## config.mk

```make
export PLATFORM = sky130hd
export DESIGN_NAME = regfile_wb_arbiter
export DESIGN_NICKNAME = d
export VERILOG_FILES = /design/src/rtl/regfile_wb_arbiter.sv
export SDC_FILE = /design/constraint.sdc
export NUM_CORES = 1
export LEC_CHECK = 0
export ABC_AREA = 1
export CORE_MARGIN = 1.5
export CORE_UTILIZATION = 56
export CTS_BUF_LIST = sky130_fd_sc_hd__clkbuf_8
export CTS_CLUSTER_DIAMETER = 80
export DETAILED_ROUTE_END_ITERATION = 6
export PLACE_DENSITY_LB_ADDON = 0.15
export SLEW_MARGIN = 10
export SYNTH_ARGS = -nofsm -noshare
export SYNTH_HDL_FRONTEND = slang
export SYNTH_SLANG_ARGS = --single-unit
```

## constraint.sdc

```tcl
create_clock -name Clk -period 3.5 [get_ports Clk]
set_clock_uncertainty 0.1 [all_clocks]
set_input_delay 0.525 -clock Clk [delete_from_list [all_inputs] [get_ports Clk]]
set_output_delay 0.525 -clock Clk [all_outputs]
set_load 0.005 [all_outputs]
```

## src/rtl/regfile_wb_arbiter.sv

```systemverilog
// regfile_wb_arbiter: write-back scheduler for the single-write-port register file.
// Two producers share the write port: port 0 is the ALU path and port 1 is the
// load/mul path. Each producer has a small FIFO. Heads are granted round-robin,
// and a pending-write scoreboard lets decode stall on RAW hazards.
// Optional build macro: WB_BYPASS_EN. When it is defined, a request whose FIFO is
// empty may be written in the same cycle without being queued.
module regfile_wb_arbiter #(
    parameter int DW    = 32,
    parameter int AW    = 5,
    parameter int DEPTH = 2
) (
    input  logic          Clk,
    input  logic          Reset,
    input  logic          W0Valid,
    input  logic [AW-1:0] W0Rd,
    input  logic [DW-1:0] W0Data,
    output logic          W0Ready,
    input  logic          W1Valid,
    input  logic [AW-1:0] W1Rd,
    input  logic [DW-1:0] W1Data,
    output logic          W1Ready,
    input  logic          IssueValid,
    input  logic [AW-1:0] IssueRd,
    input  logic [AW-1:0] RS1,
    input  logic [AW-1:0] RS2,
    output logic          Busy1,
    output logic          Busy2,
    output logic [AW-1:0] RD,
    output logic [DW-1:0] WData,
    output logic          RegWr
);

    localparam int PW   = $clog2(DEPTH);
    localparam int CW   = $clog2(DEPTH + 1);
    localparam int NREG = 2 ** AW;

    // Port 0 FIFO storage and bookkeeping
    logic [AW-1:0] r_rd0   [DEPTH];
    logic [DW-1:0] r_data0 [DEPTH];
    logic [PW-1:0] r_wp0;
    logic [PW-1:0] r_rp0;
    logic [CW-1:0] r_cnt0;

    // Port 1 FIFO storage and bookkeeping
    logic [AW-1:0] r_rd1   [DEPTH];
    logic [DW-1:0] r_data1 [DEPTH];
    logic [PW-1:0] r_wp1;
    logic [PW-1:0] r_rp1;
    logic [CW-1:0] r_cnt1;

    // Round-robin pointer: 0 favours port 0 on the next contention
    logic r_ptr;

    // One pending bit per architectural register
    logic [NREG-1:0] r_pending;
    logic [NREG-1:0] w_pendingNext;

    logic          w_empty0;
    logic          w_empty1;
    logic          w_full0;
    logic          w_full1;
    logic          w_byp0;
    logic          w_byp1;
    logic          w_req0;
    logic          w_req1;
    logic          w_gnt0;
    logic          w_gnt1;
    logic          w_contend;
    logic          w_pop0;
    logic          w_pop1;
    logic          w_push0;
    logic          w_push1;
    logic [AW-1:0] w_headRd0;
    logic [DW-1:0] w_headData0;
    logic [AW-1:0] w_headRd1;
    logic [DW-1:0] w_headData1;
    logic [AW-1:0] w_selRd;
    logic [DW-1:0] w_selData;
    logic          w_wr;
    logic          w_busy1;
    logic          w_busy2;

    assign w_empty0 = (r_cnt0 == '0);
    assign w_empty1 = (r_cnt1 == '0);
    assign w_full0  = (r_cnt0 == CW'(DEPTH));
    assign w_full1  = (r_cnt1 == CW'(DEPTH));

`ifdef WB_BYPASS_EN
    // An empty FIFO lets the live request compete as if it were the head
    assign w_byp0 = w_empty0 && W0Valid;
    assign w_byp1 = w_empty1 && W1Valid;
`else
    assign w_byp0 = 1'b0;
    assign w_byp1 = 1'b0;
`endif

    assign w_req0 = !w_empty0 || w_byp0;
    assign w_req1 = !w_empty1 || w_byp1;

    // The head is the live input only when the FIFO is empty (bypass case)
    assign w_headRd0   = w_empty0 ? W0Rd   : r_rd0[r_rp0];
    assign w_headData0 = w_empty0 ? W0Data : r_data0[r_rp0];
    assign w_headRd1   = w_empty1 ? W1Rd   : r_rd1[r_rp1];
    assign w_headData1 = w_empty1 ? W1Data : r_data1[r_rp1];

    assign w_contend = w_req0 && w_req1;
    assign w_gnt0    = w_req0 && (!w_req1 || (r_ptr == 1'b0));
    assign w_gnt1    = w_req1 && (!w_req0 || (r_ptr == 1'b1));

    // A granted bypass request is consumed directly and is never queued
    assign w_pop0  = w_gnt0 && !w_empty0;
    assign w_pop1  = w_gnt1 && !w_empty1;
    assign w_push0 = W0Valid && !w_full0 && !(w_gnt0 && w_byp0);
    assign w_push1 = W1Valid && !w_full1 && !(w_gnt1 && w_byp1);

    // Select the granted head; Rd 0 entries are consumed without writing
    always_comb begin
        w_selRd   = '0;
        w_selData = '0;
        if (w_gnt0) begin
            w_selRd   = w_headRd0;
            w_selData = w_headData0;
        end else if (w_gnt1) begin
            w_selRd   = w_headRd1;
            w_selData = w_headData1;
        end
    end

    assign w_wr    = (w_gnt0 || w_gnt1) && (w_selRd != '0);
    assign RegWr   = w_wr;
    assign RD      = w_wr ? w_selRd : '0;
    assign WData   = w_wr ? w_selData : '0;
    assign W0Ready = !w_full0;
    assign W1Ready = !w_full1;

    // Busy is a plain scoreboard lookup; register 0 is never pending
    always_comb begin
        w_busy1 = (RS1 != '0) && r_pending[RS1];
        w_busy2 = (RS2 != '0) && r_pending[RS2];
`ifdef WB_BYPASS_EN
        if (w_wr && (RD == RS1)) begin
            w_busy1 = 1'b0;
        end
        if (w_wr && (RD == RS2)) begin
            w_busy2 = 1'b0;
        end
`endif
    end

    assign Busy1 = w_busy1;
    assign Busy2 = w_busy2;

    // Port 0 FIFO data array; contents need no reset because the count gates use
    always_ff @(posedge Clk) begin
        if (w_push0) begin
            r_rd0[r_wp0]   <= W0Rd;
            r_data0[r_wp0] <= W0Data;
        end
    end

    // Port 0 FIFO pointers and occupancy; pointers wrap naturally at DEPTH
    always_ff @(posedge Clk or posedge Reset) begin
        if (Reset) begin
            r_wp0  <= '0;
            r_rp0  <= '0;
            r_cnt0 <= '0;
        end else begin
            if (w_push0) begin
                r_wp0 <= r_wp0 + PW'(1);
            end
            if (w_pop0) begin
                r_rp0 <= r_rp0 + PW'(1);
            end
            if (w_push0 && !w_pop0) begin
                r_cnt0 <= r_cnt0 + CW'(1);
            end else if (!w_push0 && w_pop0) begin
                r_cnt0 <= r_cnt0 - CW'(1);
            end
        end
    end

    // Port 1 FIFO data array
    always_ff @(posedge Clk) begin
        if (w_push1) begin
            r_rd1[r_wp1]   <= W1Rd;
            r_data1[r_wp1] <= W1Data;
        end
    end

    // Port 1 FIFO pointers and occupancy
    always_ff @(posedge Clk or posedge Reset) begin
        if (Reset) begin
            r_wp1  <= '0;
            r_rp1  <= '0;
            r_cnt1 <= '0;
        end else begin
            if (w_push1) begin
                r_wp1 <= r_wp1 + PW'(1);
            end
            if (w_pop1) begin
                r_rp1 <= r_rp1 + PW'(1);
            end
            if (w_push1 && !w_pop1) begin
                r_cnt1 <= r_cnt1 + CW'(1);
            end else if (!w_push1 && w_pop1) begin
                r_cnt1 <= r_cnt1 - CW'(1);
            end
        end
    end

    // Round-robin pointer moves only when both ports contend
    always_ff @(posedge Clk or posedge Reset) begin
        if (Reset) begin
            r_ptr <= 1'b0;
        end else if (w_contend) begin
            r_ptr <= ~r_ptr;
        end
    end

    // Scoreboard next state: clear on completed write, then a new issue wins
    always_comb begin
        w_pendingNext = r_pending;
        if (w_wr) begin
            w_pendingNext[RD] = 1'b0;
        end
        if (IssueValid) begin
            w_pendingNext[IssueRd] = 1'b1;
        end
        w_pendingNext[0] = 1'b0;
    end

    // Scoreboard register
    always_ff @(posedge Clk or posedge Reset) begin
        if (Reset) begin
            r_pending <= '0;
        end else begin
            r_pending <= w_pendingNext;
        end
    end

endmodule

```

==> impl_results.md <==
- Inserted Clock Buffers: 17
- CP cell instances: inv_1 -> buf_6 -> o21ai_0 -> o21ai_0 -> nand3_2 -> inv_2 -> clkdlybuf4s50_1
- FF-to-FF path depth: 5
- Antenna violations before repair: 2
- Clock sinks: 188
- Final Hold Fails: 0
- Worst-path clk slew: 0.09 ns
- Initial drt markers: 671
- CP Depth: 7
- Tightest Pin Transition: 0.727 ns
- Period utilisation layout: 95.3%
- Post-synth EDFFs: 148
- Layout cell share with drive strength beyond 1: 14.1%
- Vias: 6736
- Final WL: 21100 um
- Yosys top cell by area: edfxtp_1
- Post-Synthesis Cell Area: 8740 um^2
- Grt ovf: 0
- Ys async rst share: 21.3%
- Slew Limit Fails: 0
- Final Cell Area: 10800 um^2
- Synthesized Nets: 965
- RSZ-0062 raised after global routing: false
- ANT nets after route: 0
- Worst Hold Class: in2async
- Distinct cell type count after synthesis: 30
- R2R setup slack: 1.46 ns
- Outcome: finished, final reports clean
- Synth area leaders: edfxtp_1 (51%), dfrtp_1 (11%), nand2_1 (8.3%)
- Ys Warns: 0
- Top delay family on crit path: buffers and inverters
- Setup violators final: 0
- Clock buffer depth: 2
- Hold WS: 0.199 ns
- R2r endpoint: r_data1[1][10]
- Area of the core: 15200 um^2
- Vias/cell: 5.55
- TNS Setup: 0 ns
- GPL Wtd Cong: 0.914
- Ys flop type: edfxtp_1
- Reg2reg start: r_cnt1[0]
- Arr. time, crit path: 2.71 ns
- Tot GR Track Use: 26.6%
- Buf/Inv on CP: 4
- Nets: 1107
- Reg area: 5450 um^2
- Largest net degree at the start of global routing: 39
- Critical Path RT: 2.87 ns
- Top cell type's share of synthesized area: 50.9%
- CTS tree: built
- Most frequent CP cell: o21ai_0
- Die X: 128 um
- Max-cap violations: 0
- Layout fillers: 1123
- Slowest stage cell, crit path: clkdlybuf4s50_1
- Register area share after synthesis: 62.3%
- Placed wire-length estimate: 14400 um
- Die area: 16400 um^2
- CP Launch Type: flip-flop
- Routed wire per std cell: 17.4 um
- Power per cell area: 963 nW/um^2
- Vias in the first global route: 6325
- Placed inst area: 10300 um^2
- Final min period: 3.34 ns
- Peak supply drop: 0.685 mV
- PortBufs: 135
- FP Rows: 45
- # hold bufs at CTS: 0
- Crit Path Class: reg2out
- Number of synthesized register bits: 188
- H-tree levels: 4
- Area of the multi-input gates: 2830 um^2
- Syn avg cell area: 10.1 um^2
- Post-Syn Instances: 869
- Die Ht: 128 um
- Count leader, synth: nand2_1
- Total power: 0.0104 W
- Maximum clock frequency: 300 MHz
- I/O pins: 136
- TritonRoute pass-1 iters: 5
- DR DRC count: 0
- Initial core utilization: 57.5%
- Syn-to-layout area delta: 23.3%
- First-pass GRT wire length: 32800 um
- Top post-synthesis cells by count: nand2_1 (193), edfxtp_1 (148), nor2_1 (109), o21ai_0 (107), nand3_1 (44)
- P_leak: 4.40 nW
- Slew margin rel.: 51.4%
- Critical Path Fanout Max: 30
- CTS Root Cell: clkbuf_8
- CP peak stage delay: 0.50 ns
- Worst-Skew Late Latency: 0.46 ns
- Worst Setup End Kind: output pin
placed cells by master (no fill, tap or decap), types with 2 or more instances in the layout:
cell type and instances:
xor2_1 5, buf_6 2, bufinv_16 2, nand2_4 4, nand2_1 193, nor2_1 105
nor2_2 3, nand2_2 6, nand3_1 44, nand3_4 2, o21ai_0 107, nor3_1 9
inv_2 37, clkbuf_8 21, nor2_4 8, dfrtp_1 40, inv_1 49, nand3_2 31
buf_4 22, clkinv_1 2, o21ai_1 11, o211ai_1 22, edfxtp_1 148, xnor2_1 2
clkdlybuf4s50_1 135, ha_1 2, a21oi_1 6
worst register-to-register path, stage by stage (launching register included):
cell and delay (ns):
dfrtp_1 0.41, inv_2 0.08, nand2_1 0.08, nand2_1 0.15
nor2_4 0.56, buf_4 0.35
registers in the layout, summed over array words and instances, names as in the netlist:
signal and flops:
r_wp1 1, r_ptr 1, r_cnt1 2, r_rp1 1
r_cnt0 2, r_rp0 1, r_rd0 10, r_data1 64
r_data0 64, r_rd1 10, r_pending 31, r_wp0 1
through the flow:
step	worst slack [ns]	cells	utilization [%]
floorplan	0.774	869	-
global placement	0.411	1175	67.8
detailed placement	0.390	1175	67.8
CTS	0.0345	1208	70.5
global route	0.0320	1212	70.9
finish	0.164	1213	70.9
worst max-delay path by stage:
stage	slack, ns	startpoint	endpoint
2_1_floorplan	0.77	W0Valid	r_data0[1][0]
3_3_place_gp	0.41	RS2[1]	Busy2
3_5_place_dp	0.39	r_rp1	WData[1]
4_1_cts	0.03	r_rp0	WData[1]
5_1_grt	0.03	r_rp0	WData[15]
6_report	0.16	r_rp0	WData[15]
per-layer routing:
metal	up-vias	wire [um]	global-route usage, %
met4	2	316	7.93
met5	-	13	0
met2	262	10600	44.4
met1	3232	8830	34.9
li1	3210	-	-
met3	30	1400	6.51
where the power goes:
group          internal (W)  leakage (nW)  switching, W
Sequential          0.00310          1.84      0.000267
Clock              0.000697         0.220      0.000706
Combinational       0.00236          2.34       0.00325
cells by family after synthesis:
kind of cell | after synthesis | synth area share [%]
adder cells (fa/ha/maj) | 2 | 0.286
flip-flops | 188 | 62.3
AND/OR/NAND/NOR | 406 | 21.8
XOR/XNOR | 7 | 0.702
AO/OA/AOI/OAI | 146 | 8.99
buffers and inverters | 120 | 5.88
what timing repair did:
| item | in CTS | in global routing |
|---|---|---|
| gates cloned | 1 | 0 |
| pin swaps | 1 | 2 |
| buffers inserted | 0 | 4 |
| resized for setup | 2 | 2 |
| setup endpoints to repair | 33 | 33 |
cell type report:
type | instances | share of cell area, %
clock inverters | 11 | 0.964
well taps | 188 | 2.18
inverters | 82 | 2.86
diodes | 1 | 0.0232
flip-flops and latches | 188 | 50.5
multi-input cells | 562 | 26.3
repair buffers | 160 | 14.5
clock buffers | 21 | 2.68
(Power assumes the default switching activity.)
